<file path="src/rtl/oled_spi_scheduler_if.sv">
// Requester streams and serializer handshake for the OLED SPI scheduler.
// Signal names are given from the scheduler's point of view.
interface oled_spi_scheduler_if;
  // Command byte stream (DC=0)
  logic       i_a_valid;
  logic [7:0] i_a_data;
  logic       i_a_last;
  logic       o_a_ready;
  // RGB565 pixel stream (DC=1, high byte first)
  logic        i_b_valid;
  logic [15:0] i_b_data;
  logic        i_b_last;
  logic        o_b_ready;
  // Byte serializer controls
  logic       o_cmd_set;
  logic       o_next_byte;
  logic       o_cmd_reset;
  logic [7:0] o_tx_data;
  logic       i_done;

  // Requesters and serializer side
  modport master (
    output i_a_valid, i_a_data, i_a_last, i_b_valid, i_b_data, i_b_last, i_done,
    input  o_a_ready, o_b_ready, o_cmd_set, o_next_byte, o_cmd_reset, o_tx_data
  );

  // Scheduler side
  modport slave (
    input  i_a_valid, i_a_data, i_a_last, i_b_valid, i_b_data, i_b_last, i_done,
    output o_a_ready, o_b_ready, o_cmd_set, o_next_byte, o_cmd_reset, o_tx_data
  );
endinterface

</file>
<file path="src/rtl/oled_spi_scheduler.sv">
// Transaction scheduler for the PmodOLEDrgb SPI path: panel reset sequencing,
// round-robin arbitration between command and pixel streams, and byte pacing
// into the serializer against its done pulse. All outputs are registered.
module oled_spi_scheduler #(
  parameter int unsigned RST_LOW_CYC  = 2000,
  parameter int unsigned RST_WAIT_CYC = 2000,
  parameter int unsigned GAP_CYC      = 16
) (
  input  logic                 i_clk,
  input  logic                 i_n_reset,
  oled_spi_scheduler_if.slave  bus,
  output logic                 o_sclk_en,
  output logic                 o_cs_n,
  output logic                 o_dc,
  output logic                 o_res_n,
  output logic                 o_init_done,
  output logic                 o_busy,
  output logic                 o_underrun
);

  localparam int unsigned MaxRst = (RST_LOW_CYC > RST_WAIT_CYC) ? RST_LOW_CYC : RST_WAIT_CYC;
  localparam int unsigned MaxCyc = (MaxRst > GAP_CYC) ? MaxRst : GAP_CYC;
  localparam int unsigned CntW   = (MaxCyc > 1) ? $clog2(MaxCyc) : 1;
  localparam int unsigned GapEff = (GAP_CYC > 0) ? GAP_CYC : 1;

  localparam logic [CntW-1:0] LowLast  = CntW'(RST_LOW_CYC - 1);
  localparam logic [CntW-1:0] WaitLast = CntW'(RST_WAIT_CYC - 1);
  localparam logic [CntW-1:0] GapLast  = CntW'(GapEff - 1);

  typedef enum logic [2:0] {
    StResLow,
    StResWait,
    StIdle,
    StStart,
    StShift,
    StFinish,
    StGap
  } state_e;

  state_e          state_q;
  logic [CntW-1:0] cnt_q;
  logic            sel_b_q;    // current grant is the pixel stream
  logic            last_b_q;   // last grant went to the pixel stream
  logic            lo_pend_q;  // pixel low byte still to be sent
  logic            last_q;     // most recent byte/beat carried last
  logic [15:0]     hold_q;

  logic grant_b;
  logic gnt_valid;
  logic load_now;

  // Tie goes to whichever requester was not granted last
  assign grant_b   = bus.i_b_valid && (!bus.i_a_valid || !last_b_q);
  assign gnt_valid = sel_b_q ? bus.i_b_valid : bus.i_a_valid;
  // Consume a new byte/beat from the granted requester this cycle
  assign load_now  = (state_q == StStart) ||
                     ((state_q == StShift) && bus.i_done && !lo_pend_q && !last_q && gnt_valid);

  // Single FSM with registered panel, serializer and handshake outputs
  always_ff @(posedge i_clk or negedge i_n_reset) begin
    if (!i_n_reset) begin
      state_q         <= StResLow;
      cnt_q           <= '0;
      sel_b_q         <= 1'b0;
      last_b_q        <= 1'b0;
      lo_pend_q       <= 1'b0;
      last_q          <= 1'b0;
      hold_q          <= '0;
      bus.o_a_ready   <= 1'b0;
      bus.o_b_ready   <= 1'b0;
      bus.o_cmd_set   <= 1'b0;
      bus.o_next_byte <= 1'b0;
      bus.o_cmd_reset <= 1'b0;
      bus.o_tx_data   <= 8'h00;
      o_sclk_en       <= 1'b0;
      o_cs_n          <= 1'b1;
      o_dc            <= 1'b0;
      o_res_n         <= 1'b0;
      o_init_done     <= 1'b0;
      o_busy          <= 1'b1;
      o_underrun      <= 1'b0;
    end else begin
      bus.o_a_ready   <= 1'b0;
      bus.o_b_ready   <= 1'b0;
      bus.o_cmd_set   <= 1'b0;
      bus.o_next_byte <= 1'b0;
      bus.o_cmd_reset <= 1'b0;

      if (load_now) begin
        if (sel_b_q) begin
          hold_q        <= bus.i_b_data;
          bus.o_tx_data <= bus.i_b_data[15:8];
          lo_pend_q     <= 1'b1;
          last_q        <= bus.i_b_last;
          bus.o_b_ready <= 1'b1;
        end else begin
          bus.o_tx_data <= bus.i_a_data;
          last_q        <= bus.i_a_last;
          bus.o_a_ready <= 1'b1;
        end
      end

      unique case (state_q)
        StResLow: begin
          if (cnt_q == LowLast) begin
            o_res_n <= 1'b1;
            cnt_q   <= '0;
            state_q <= StResWait;
          end else begin
            cnt_q <= cnt_q + CntW'(1);
          end
        end
        StResWait: begin
          if (cnt_q == WaitLast) begin
            o_init_done <= 1'b1;
            o_busy      <= 1'b0;
            cnt_q       <= '0;
            state_q     <= StIdle;
          end else begin
            cnt_q <= cnt_q + CntW'(1);
          end
        end
        StIdle: begin
          if (bus.i_a_valid || bus.i_b_valid) begin
            sel_b_q  <= grant_b;
            last_b_q <= grant_b;
            o_busy   <= 1'b1;
            state_q  <= StStart;
          end
        end
        StStart: begin
          o_cs_n        <= 1'b0;
          o_dc          <= sel_b_q;
          o_sclk_en     <= 1'b1;
          bus.o_cmd_set <= 1'b1;
          state_q       <= StShift;
        end
        StShift: begin
          if (bus.i_done) begin
            if (lo_pend_q) begin
              bus.o_next_byte <= 1'b1;
              bus.o_tx_data   <= hold_q[7:0];
              lo_pend_q       <= 1'b0;
            end else if (last_q) begin
              state_q <= StFinish;
            end else if (gnt_valid) begin
              bus.o_next_byte <= 1'b1;
            end else begin
              o_underrun <= 1'b1;
              state_q    <= StFinish;
            end
          end
        end
        StFinish: begin
          bus.o_cmd_reset <= 1'b1;
          o_cs_n          <= 1'b1;
          o_sclk_en       <= 1'b0;
          cnt_q           <= '0;
          state_q         <= StGap;
        end
        StGap: begin
          if (cnt_q == GapLast) begin
            o_busy  <= 1'b0;
            cnt_q   <= '0;
            state_q <= StIdle;
          end else begin
            cnt_q <= cnt_q + CntW'(1);
          end
        end
        default: begin
          cnt_q   <= '0;
          state_q <= StResLow;
        end
      endcase
    end
  end

endmodule

</file>
<file path="src/flat_wrapper.sv">
// flat-port wrapper written by rule: the top's interface ports become plain ports
module oled_spi_scheduler_flat 
#(
  parameter int unsigned RST_LOW_CYC  = 2000,
  parameter int unsigned RST_WAIT_CYC = 2000,
  parameter int unsigned GAP_CYC      = 16
)
  (i_clk, i_n_reset, o_sclk_en, o_cs_n, o_dc, o_res_n, o_init_done, o_busy, o_underrun, bus_i_a_valid, bus_i_a_data, bus_i_a_last, bus_i_b_valid, bus_i_b_data, bus_i_b_last, bus_i_done, bus_o_a_ready, bus_o_b_ready, bus_o_cmd_set, bus_o_next_byte, bus_o_cmd_reset, bus_o_tx_data);
  oled_spi_scheduler_if bus_i ();
  input  logic i_clk;
  input  logic i_n_reset;
  output logic o_sclk_en;
  output logic o_cs_n;
  output logic o_dc;
  output logic o_res_n;
  output logic o_init_done;
  output logic o_busy;
  output logic o_underrun;
  input wire logic [$bits(bus_i.i_a_valid)-1:0] bus_i_a_valid;
  input wire logic [$bits(bus_i.i_a_data)-1:0] bus_i_a_data;
  input wire logic [$bits(bus_i.i_a_last)-1:0] bus_i_a_last;
  input wire logic [$bits(bus_i.i_b_valid)-1:0] bus_i_b_valid;
  input wire logic [$bits(bus_i.i_b_data)-1:0] bus_i_b_data;
  input wire logic [$bits(bus_i.i_b_last)-1:0] bus_i_b_last;
  input wire logic [$bits(bus_i.i_done)-1:0] bus_i_done;
  output wire logic [$bits(bus_i.o_a_ready)-1:0] bus_o_a_ready;
  output wire logic [$bits(bus_i.o_b_ready)-1:0] bus_o_b_ready;
  output wire logic [$bits(bus_i.o_cmd_set)-1:0] bus_o_cmd_set;
  output wire logic [$bits(bus_i.o_next_byte)-1:0] bus_o_next_byte;
  output wire logic [$bits(bus_i.o_cmd_reset)-1:0] bus_o_cmd_reset;
  output wire logic [$bits(bus_i.o_tx_data)-1:0] bus_o_tx_data;
  assign bus_i.i_a_valid = bus_i_a_valid;
  assign bus_i.i_a_data = bus_i_a_data;
  assign bus_i.i_a_last = bus_i_a_last;
  assign bus_i.i_b_valid = bus_i_b_valid;
  assign bus_i.i_b_data = bus_i_b_data;
  assign bus_i.i_b_last = bus_i_b_last;
  assign bus_i.i_done = bus_i_done;
  assign bus_o_a_ready = bus_i.o_a_ready;
  assign bus_o_b_ready = bus_i.o_b_ready;
  assign bus_o_cmd_set = bus_i.o_cmd_set;
  assign bus_o_next_byte = bus_i.o_next_byte;
  assign bus_o_cmd_reset = bus_i.o_cmd_reset;
  assign bus_o_tx_data = bus_i.o_tx_data;
  oled_spi_scheduler #(.RST_LOW_CYC(RST_LOW_CYC), .RST_WAIT_CYC(RST_WAIT_CYC), .GAP_CYC(GAP_CYC)) u_core (.i_clk(i_clk), .i_n_reset(i_n_reset), .bus(bus_i), .o_sclk_en(o_sclk_en), .o_cs_n(o_cs_n), .o_dc(o_dc), .o_res_n(o_res_n), .o_init_done(o_init_done), .o_busy(o_busy), .o_underrun(o_underrun));
endmodule
</file>
<file path="config.mk">
export PLATFORM = sky130hd
export DESIGN_NAME = oled_spi_scheduler_flat
export DESIGN_NICKNAME = d
export VERILOG_FILES = /design/src/rtl/oled_spi_scheduler_if.sv /design/src/rtl/oled_spi_scheduler.sv /design/src/flat_wrapper.sv
export SDC_FILE = /design/constraint.sdc
export NUM_CORES = 1
export LEC_CHECK = 0
export ABC_AREA = 1
export CAP_MARGIN = 40
export CORE_AREA = 4 4 90 58
export DETAILED_ROUTE_END_ITERATION = 6
export DIE_AREA = 0 0 94 62
export GPL_TIMING_DRIVEN = 0
export PLACE_DENSITY = 0.89
export SLEW_MARGIN = 40
export SYNTH_ARGS = -nofsm -noshare
export SYNTH_HDL_FRONTEND = slang
export SYNTH_SLANG_ARGS = --single-unit
</file>
<file path="constraint.sdc">
create_clock -name i_clk -period 2.2 [get_ports i_clk]
set_input_delay 0.44 -clock i_clk [delete_from_list [all_inputs] [get_ports i_clk]]
set_output_delay 0.44 -clock i_clk [all_outputs]
set_load 0.1 [all_outputs]
</file>
Word-level counts from Yosys, hierarchy flattened
Index checks and enable logic that the tools add are counted.

operators by class
  $add $sub $neg = 1
  eq/ne operators = 15
  multiplexer cells = 41
  bitwise gates (word level) = 3
  reduce and logical (&&, ||, !) cells = 24

operator list
  cell                                                              number
  8-bit two-way mux                                                 5
  11-bit case mux with 3 select lines                               1
  3-bit two-way mux                                                 8
  11-bit two-way mux                                                2
  1-bit two-way mux                                                 21
  3-bit case mux with 7 select lines                                1
  11-bit by 1-bit adder with 11-bit output, second input constant   1
  11-bit == test, second input constant                             1
  11-bit by 4-bit == test with 1-bit output, second input constant  1
  3-bit == test, second input constant                              3
  2-bit by 1-bit != test with 1-bit output, second input constant   4
  2-bit AND reduction                                               4
  7-bit AND reduction                                               1
  3-bit by 2-bit == test with 1-bit output, second input constant   2
  1-bit logical AND                                                 5
  5-bit AND reduction                                               1
  1-bit zero test                                                   4
  2-bit != test, second input constant                              2
  1-bit case mux with 2 select lines                                2
  4-bit AND reduction                                               1
  3-bit by 1-bit == test with 1-bit output, second input constant   1
  3-bit zero test                                                   1
  1-bit logical OR                                                  3
  3-bit by 2-bit != test with 1-bit output, second input constant   1
  other kinds (6)                                                   8

word-level totals
  bits in registers = 45
  input bits = 31
  output and inout port bits = 20
  word-level logic and storage cells = 103

Logic depth before layout (Yosys ltp)
Gate-level depths: netlist of run 1.

  depth after elaboration = 10
  mapped depth = 10
  mapped depth without buffers = 9

Worst setup path before layout of run 1
Ideal clock, no wire load.

  path kind = flip-flop to flip-flop
  start = register u_core.cnt_q[0]
  end = register u_core.state_q[1]
  setup time = 0.118 ns
  arrival = 1.278 ns
  required time = 2.082 ns
  slack = 0.804 ns
  stages on the path, launching flop included = 10
  path buffers = 0
  period minus slack after synthesis = 1.396 ns
  path through = dfrtp_1 ha_1 nand3_1 nor2_1 nand2_1 nand2_1 nand2_1 inv_2 nand3_1 nand2_1

between the ends
  cells in the longest elaborated chain, start to end = 3
  elaborated cells on any way between the ends = 6
  those cells by class = 5 x eq/ne; 1 x reduce/logical

ends and longest elaborated chain
  what                                                                         line                                                                             RTL
  start: declaration                                                           oled_spi_scheduler.sv:41                                                         logic [CntW-1:0] cnt_q;
  start signal: assignment                                                     oled_spi_scheduler.sv:110                                                        cnt_q <= cnt_q + CntW'(1);
  start signal: assignment                                                     oled_spi_scheduler.sv:120                                                        cnt_q <= cnt_q + CntW'(1);
  start signal: assignment                                                     oled_spi_scheduler.sv:167                                                        cnt_q <= cnt_q + CntW'(1);
  11-bit by 4-bit == test with 1-bit output or 11-bit == test (tied branches)  oled_spi_scheduler.sv:162, oled_spi_scheduler.sv:105, oled_spi_scheduler.sv:114
  2-bit by 1-bit != test with 1-bit output (no source line)                    --
  7-bit AND reduction (no source line) (*)                                     --
  end signal: assignment                                                       oled_spi_scheduler.sv:159                                                        state_q <= StGap;
  end signal: assignment                                                       oled_spi_scheduler.sv:165                                                        state_q <= StIdle;
  end signal: assignment                                                       oled_spi_scheduler.sv:172                                                        state_q <= StResLow;
  end: declaration                                                             oled_spi_scheduler.sv:40                                                         state_e state_q;

Mark *: on every way between the ends. The rest lies on a longest branch, timed or not.
A chain may end at the register's enable or synchronous reset.

Worst setup path after layout of run 1
  start = input port bus_i_done
  end = register u_core.hold_q[4]

between the ends
  cells in the longest elaborated chain, start to end = 6

ends and longest elaborated chain
  what                                  line                      RTL
  start: declaration                    flat_wrapper.sv:25        input wire logic [$bits(bus_i.i_done)-1:0] bus_i_done;
  1-bit logical AND (4 in series)       oled_spi_scheduler.sv:57  ((state_q == StShift) && bus.i_done && !lo_pend_q && !last_q && gnt_valid);
  1-bit logical OR                      oled_spi_scheduler.sv:56  assign load_now = (state_q == StStart) ||
  2-bit AND reduction (no source line)  --
  end signal: assignment                oled_spi_scheduler.sv:91  hold_q <= bus.i_b_data;
  end: declaration                      oled_spi_scheduler.sv:46  logic [15:0] hold_q;

No other way between the ends.

==> results by group, run 1 <==
CTS
  – H-tree depth: 2
  – Num CTS Buffers: 5
  – Sink Count: 45
  – Clk slew on worst S/H paths: 80 ps
  – Post_cts resized: 0
  – Hold Buf Count CTS: 0
  – Max clock buf depth: 2
  – CTS tree: yes
  – Postcts setup bufs: 0
  – Worst skew pair latency: 290 ps
  – Root buffer cell: clkbuf_8

Timing
  – Tcrit/Tclk final: 84.0%
  – Minimum clock period: 1850 ps
  – Final Skew: 6.08 ps
  – Final setup viols: 0
  – Max-slew violation count: 0
  – Worst Tran Pin Value: 552 ps
  – RSZ-0062 raised after global routing: false
  – TNS Setup: 0 ps
  – Fin. Hold Viols: 0
  – Max Clock Freq: 0.541 GHz
  – Relative slew slack: 63.2%

Final layout
  – Most frequent cells in the layout: 105 x nand2_1, 43 x dfrtp_1, 31 x nand3_1
  – Layout cells sized above 1: 15.1%
  – Antenna Cells: 0
  – Commonest non-fill, non-tap cell in the layout: nand2_1
  – Nets@finish: 381
  – Layout area overhead: 25.4%

Die
  – Die H: 62 µm
  – Total die area: 0.00583 mm²
  – Core area: 0.00442 mm²
  – Horiz. Die Dim: 94 µm
  – I/O pin cnt: 51
  – Initial core utilization: 52.8%
  – Cell row count: 19

Hold path
  – Hold Crit Class: primary input to async pin

Setup path
  – Critical Path RT: 2430 ps
  – Setup CP Type: primary input to flop
  – CP max stage cell: clkdlybuf4s50_1
  – Crit path capture type: flop
  – Crit path arrival time: 2080 ps
  – Crit start category: primary input
  – CP cell instances: clkdlybuf4s50_1, inv_1, nor3_1, nand3_4, nand2_8, nand2_8, clkinv_8, nand2_1, nand2_1
  – CP Launch Point: bus_i_done
  – Max stage delay on crit path: 520 ps
  – Crit path max fanout: 10
  – RR Startpoint: u_core.cnt_q[0]$_DFFE_PN0N_

Yosys
  – Synth Area in XOR/XNOR: 2.25%
  – Post-synthesis adder-cell area fraction: 0.536%
  – Sequential element share of the synthesized area: 48.3%
  – Post-synthesis mux area share: 0%
  – Avg Cell Area, Syn: 8.00 µm²
  – Compound-gate portion of the synthesized area: 8.36%
  – Mapped Cells: 292
  – Mapped Nets: 324
  – Synth cell types: 32
  – Yosys warns: 0
  – Post-Synthesis Cell Area: 0.00234 mm²
  – FF+latch count, synth: 45
  – Largest family of logic cells by synthesized area: simple AND/OR/NAND/NOR gates
  – Synth Area in Simple Gates: 33.7%

Placement
  – Hpwl dp: 4060 µm
  – Final RePlAce weighted congestion: 0.860
  – # port buffers: 50

Drt
  – Vias per Instance: 5.08
  – TritonRoute pass-1 iters: 4
  – Initial DRC Count: 166
  – DR vias: 2097
  – DRC: 0
  – Detail Route Antenna Nets: 0
  – WL/cell: 13.3 µm
  – WL final: 5500 µm

GRT
  – Tot GR Track Use: 20.1%
  – First-pass GRT wire length: 8960 µm
  – Total global routing overflow: 0
  – M2 GR Usage: 29.7%
  – GRT busiest layer: met1
  – Largest net degree at the start of global routing: 46
  – Initial antenna violation count: 0
  – GR Util met3: 3.97%
  – Met1 usage: 30.1%
  – Number of global-route vias before repair: 1863

Flow run
  – Max cap viols: 0

Power and ir drop
  – Post-layout total power: 0.00439 W
  – Sw Ratio: 53.1%
  – PD cells: 1500 mW/mm²
  – Worst IR Drop VDD: 0.000644 V
  – Part of the power in registers: 30.3%
  – Comb power frac: 55.2%
  – Switching power: 0.00233 W
  – Leak Pwr: 1.49 nW
  – P_int: 0.00206 W
  – Clock share of power: 14.4%

Status
  – Run status: complete, no violations
==> through the flow <==
| stage | hold slack, ps | setup WS (ps) | area (µm²) | instances | utilization, % |
|---|---|---|---|---|---|
| 2_1_floorplan | 144 | 804 | 2340 | 292 | - |
| 3_3_place_gp | 450 | -455 | 2920 | 405 | 65.9 |
| 3_5_place_dp | 458 | 73.7 | 2810 | 405 | 63.6 |
| 4_1_cts | 154 | 356 | 2930 | 413 | 66.2 |
| 5_1_grt | 175 | 237 | 2930 | 413 | 66.2 |
| 6_report | 139 | 352 | 2930 | 413 | 66.2 |
==> sequential cells by signal (all words and copies together) (netlist names), 3 cells and up <==
register and count:
u_core.cnt_q 11, u_core.hold_q 8, u_core.state_q 3, u_core.bus.o_tx_data 8
==> per-layer routing <==
| layer | vias to the layer above | routed length [µm] |
|---|---|---|
| met5 | - | 0 |
| met3 | 6 | 383 |
| li1 | 1055 | - |
| met2 | 67 | 2420 |
| met1 | 969 | 2630 |
| met4 | 0 | 72 |
==> power groups by stage <==
stage | clock network (W) | logic (W) | registers, W
after floorplan | 0 | 0.000960 | 0.00230
after global placement | 0 | 0.00249 | 0.00133
after detailed placement | 0 | 0.00241 | 0.00134
after CTS | 0.000645 | 0.00243 | 0.00133
after global routing | 0.000687 | 0.00262 | 0.00137
final | 0.000634 | 0.00242 | 0.00133
==> final cells by class <==
class                      instances  area [µm²]
fill                             370        1490
sequential                        45        1130
multi-input combinational        210        1050
timing repair buffer              50         398
inverter                          32         133
clock buffer                       7        86.3
tap                               63        78.8
clock inverter                     1        30.0
buffer                             5        27.5
==> path summary, 6_finish.rpt <==
check | end | slack (ps) | cells past startpoint
hold reg to reg | u_core.o_cs_n$_DFFE_PN1P_ | 480 | 2
hold / removal | u_core.cnt_q[3]$_DFFE_PN0N_ | 140 | 1
min in group i_clk | u_core.o_cs_n$_DFFE_PN1P_ | 480 | 2
setup reg to reg | u_core.cnt_q[6]$_DFFE_PN0N_ | 480 | 8
max in group asynchronous | u_core.o_cs_n$_DFFE_PN1P_ | 1690 | 1
setup / recovery | u_core.hold_q[4]$_DFFE_PN0P_ | 350 | 9
==> logic make-up after synthesis <==
family          count (synthesis)
simple gates                  169
flops                          45
buf+inv                        37
compound gates                 34
xor+xnor                        6
fa+ha+maj                       1
==> critical path, delay by kind of cell <==
family	cells	cell delay, ps
simple gates	6	940
buf+inv	3	680
==> Yosys cell counts, drive strengths merged <==
| cell type | count | area share, % |
|---|---|---|
| nand3 | 34 | 8.6 |
| dfstp | 2 | 2.2 |
| nand2 | 110 | 19 |
| buf | 5 | 1.2 |
| o31ai | 2 | 0.64 |
| nor2 | 16 | 3.4 |
| dfrtp | 43 | 46 |
| o22ai | 3 | 0.80 |
| o21bai | 3 | 0.96 |
| nand3b | 1 | 0.32 |
| clkinv | 2 | 0.86 |
| a21boi | 2 | 0.64 |
| nor3 | 3 | 0.64 |
| inv | 30 | 4.8 |
| ha | 1 | 0.54 |
| o21ai | 20 | 4.4 |
| nand4 | 5 | 1.3 |
| a21oi | 4 | 0.86 |
| xor2 | 3 | 1.1 |
| xnor2 | 3 | 1.1 |
Note: power is estimated with default switching activity, not from simulation.
==> run 2: changes to the inputs <==
--- a/config.mk
+++ b/config.mk
@@ -7,11 +7,11 @@
 export LEC_CHECK = 0
 export ABC_AREA = 1
 export CAP_MARGIN = 40
-export CORE_AREA = 4 4 90 58
+export CORE_AREA = 4 4 94 60
 export DETAILED_ROUTE_END_ITERATION = 6
-export DIE_AREA = 0 0 94 62
+export DIE_AREA = 0 0 98 64
 export GPL_TIMING_DRIVEN = 0
-export PLACE_DENSITY = 0.89
+export PLACE_DENSITY = 0.84
 export SLEW_MARGIN = 40
 export SYNTH_ARGS = -nofsm -noshare
 export SYNTH_HDL_FRONTEND = slang
==> constraint.sdc (replaced) <==
create_clock -name i_clk -period 1.79 [get_ports i_clk]
set_input_delay 0.358 -clock i_clk [delete_from_list [all_inputs] [get_ports i_clk]]
set_output_delay 0.358 -clock i_clk [all_outputs]
set_load 0.1 [all_outputs]
==> run 2 against run 1 <==
  * Global-route usage fell by 0.93 points
  * Sequential share of layout area fell by 0.62 points
  * Combinational power rose by 25%
  * Flip-flop and latch count did not move
  * Via count fell by 0.29%
  * Worst hold slack improved by 250 ps
  * Clock power rose by 17%
  * Die area rose by 7.6%
  * Clock-buffer cell count fell by 2
  * Worst setup slack got worse by 190 ps
  * Largest cell class unchanged
==> results by group, run 2 (synthesis gave the netlist of run 1 again) <==
GRT
  – First-pass GRT wire length: 9580 µm (+7.0%)
  – GR Util met3: 5.67% (+1.7 points)
  – Total global routing overflow: 0 (unchanged)
  – GRT busiest layer: met1
  – Largest net degree at the start of global routing: 44 (-4.3%)
  – Met1 usage: 29.5% (-0.62 points)
  – Initial antenna violation count: 0 (unchanged)
  – M2 GR Usage: 25.4% (-4.2 points)
  – Tot GR Track Use: 19.1% (-0.93 points)
  – Number of global-route vias before repair: 2020 (+8.4%)

Final layout
  – Layout cells sized above 1: 17.4% (+2.2 points)
  – Biggest register: u_core.cnt_q
  – Top flop regs: u_core.cnt_q x11, u_core.bus.o_tx_data x8, u_core.hold_q x8
  – Max reg flops: 11 (unchanged)
  – Commonest non-fill, non-tap cell in the layout: nand2_1
  – Antenna Cells: 0 (unchanged)
  – Nets@finish: 383 (+0.52%)
  – Most frequent cells in the layout: 104 x nand2_1, 43 x dfrtp_1, 29 x nand3_1, 29 x clkdlybuf4s50_1, 25 x inv_1
  – Layout area overhead: 27.4%

Flow run
  – Max cap viols: 0 (unchanged)

Timing
  – Final setup viols: 0 (unchanged)
  – Hold WS: 390 ps (+251 ps)
  – Minimum clock period: 1630 ps
  – RSZ-0062 raised after global routing: false
  – Max Clock Freq: 0.613 GHz
  – Max-slew violation count: 0 (unchanged)
  – Relative slew slack: 67.1% (+3.9 points)
  – Final Skew: 9.18 ps (+3.10 ps)
  – Worst Tran Pin Value: 497 ps (-54.4 ps)
  – Tcrit/Tclk final: 91.2%
  – TNS Setup: 0 ps (unchanged)
  – Fin. Hold Viols: 0 (unchanged)

Status
  – Run status: complete, no violations

Die
  – Initial core utilization: 47.9% (-5.0 points)
  – I/O pin cnt: 51 (unchanged)
  – Total die area: 0.00627 mm² (+7.6%)
  – Horiz. Die Dim: 98 µm (+4.3%)
  – Die H: 64 µm (+3.2%)
  – Core area: 0.00488 mm² (+10%)
  – Cell row count: 20 (+1)

Setup path
  – Critical Path RT: 2030 ps (-400 ps)
  – Max stage delay on crit path: 510 ps (about the same)
  – Crit path max fanout: 10 (unchanged)
  – Setup CP Type: primary input to flop
  – CP max stage cell: clkdlybuf4s50_1
  – Crit path capture type: flop
  – CP cell instances: clkdlybuf4s50_1, inv_1, o21ai_2, nand3_4, nand2_8, nand2_8, clkinv_8, nand2_1, nand2_1
  – CP delay by family, top: buffers and inverters
  – Crit path arrival time: 1870 ps (-210 ps)
  – Crit start category: primary input
  – WP buf/inv: 3 (unchanged)

CTS
  – Max clock buf depth: 2 (unchanged)
  – Root buffer cell: clkbuf_8
  – H-tree depth: 2 (unchanged)
  – Postcts setup bufs: 0 (unchanged)
  – Worst skew pair latency: 300 ps (about the same)
  – Sink Count: 45 (unchanged)
  – Clk slew on worst S/H paths: 80 ps (about the same)
  – CTS tree: yes
  – Num CTS Buffers: 5 (unchanged)

Drt
  – Vias per Instance: 5.01 (-1.2%)
  – WL/cell: 13.4 µm (+0.50%)
  – DRC: 0 (unchanged)
  – Initial DRC Count: 140 (-16%)
  – TritonRoute pass-1 iters: 4 (unchanged)
  – Detail Route Antenna Nets: 0 (unchanged)
  – WL final: 5580 µm (+1.5%)
  – DR vias: 2091 (-0.29%)

Power and ir drop
  – P_int: 0.00251 W (+22%)
  – Leak Pwr: 1.50 nW (+0.62%)
  – Clock share of power: 13.7% (-0.7 points)
  – Worst IR Drop VDD: 0.00114 V (+78%)
  – PD cells: 1810 mW/mm² (+21%)
  – Switching power: 0.00289 W (+24%)
  – Sw Ratio: 53.6% (+0.50 points)
  – Comb power frac: 56.0% (+0.8 points)
  – Part of the power in registers: 30.3% (about the same)

Placement
  – Final RePlAce weighted congestion: 0.886 (+3.1%)
  – Hpwl dp: 4170 µm (+2.7%)
  – # port buffers: 50 (unchanged)

Hold path
  – Hold Crit Class: primary input to async pin
[run 2: worst register-to-register path, stage by stage, from the launching register on]
cell and delay [ps]:
dfrtp_1 360, buf_2 180, inv_2 80, nand2_2 80, nor2_4 190, nand3_4 200, nand2_8 170, nand2_8 110
clkinv_8 90, nand2_1 50, nand2_1 60
[run 2: area by class of cell]
class,instances,area (µm²)
fillers,428,1900
inverters,32,135
flip-flops and latches,45,1130
repair buffers,52,428
plain buffers,5,27.5
well taps,66,82.6
clock buffers,5,68.8
clock inverters,2,35.0
multi-input cells,210,1070
[run 2: power groups by stage]
stage          Clock, W  Combinational, W  Sequential [W]
2_1_floorplan         0           0.00118         0.00283
3_3_place_gp          0           0.00307         0.00164
3_5_place_dp          0           0.00298         0.00164
4_1_cts        0.000760           0.00299         0.00163
5_1_grt        0.000798           0.00327         0.00169
6_report       0.000739           0.00302         0.00163
[run 2: what timing repair did]
item | in CTS | in global routing
endpoints found under the hold margin | 2 | 0
endpoints found under the setup margin | 0 | 25
hold buffers | 1 | 0
gates resized for setup | 0 | 8
[run 2: per-stage QoR]
stage	cells	setup slack [ps]	util [%]	cell area [µm²]	power [W]
finish	417	158	61.0	2980	0.00540
detailed placement	409	-238	58.1	2840	0.00462
global route	417	18.6	61.0	2980	0.00575
global placement	408	-814	59.8	2920	0.00470
CTS	417	62.1	60.5	2950	0.00538
floorplan	292	394	-	2340	0.00401
[run 2: worst paths after layout]
path                                                from                        endpoint  slack [ps]  cells after the start
setup / recovery                           bus_i_a_valid    u_core.hold_q[0]$_DFFE_PN0P_         160                      9
hold / removal                                 i_n_reset  u_core.bus.o_b_ready$_DFF_PN0_         390                      2
setup reg to reg           u_core.state_q[1]$_DFFE_PN0P_    u_core.hold_q[0]$_DFFE_PN0P_         170                     10
hold reg to reg                u_core.o_cs_n$_DFFE_PN1P_       u_core.o_cs_n$_DFFE_PN1P_         460                      2
max in group asynchronous                      i_n_reset       u_core.o_busy$_DFFE_PN1P_         930                      3
min in group i_clk             u_core.o_cs_n$_DFFE_PN1P_       u_core.o_cs_n$_DFFE_PN1P_         460                      2
[run 2: per-layer routing]
metal | vias up | wire, µm
met5 | - | 0
met4 | 0 | 64
met3 | 8 | 406
met2 | 70 | 2230
met1 | 956 | 2890
li1 | 1057 | -
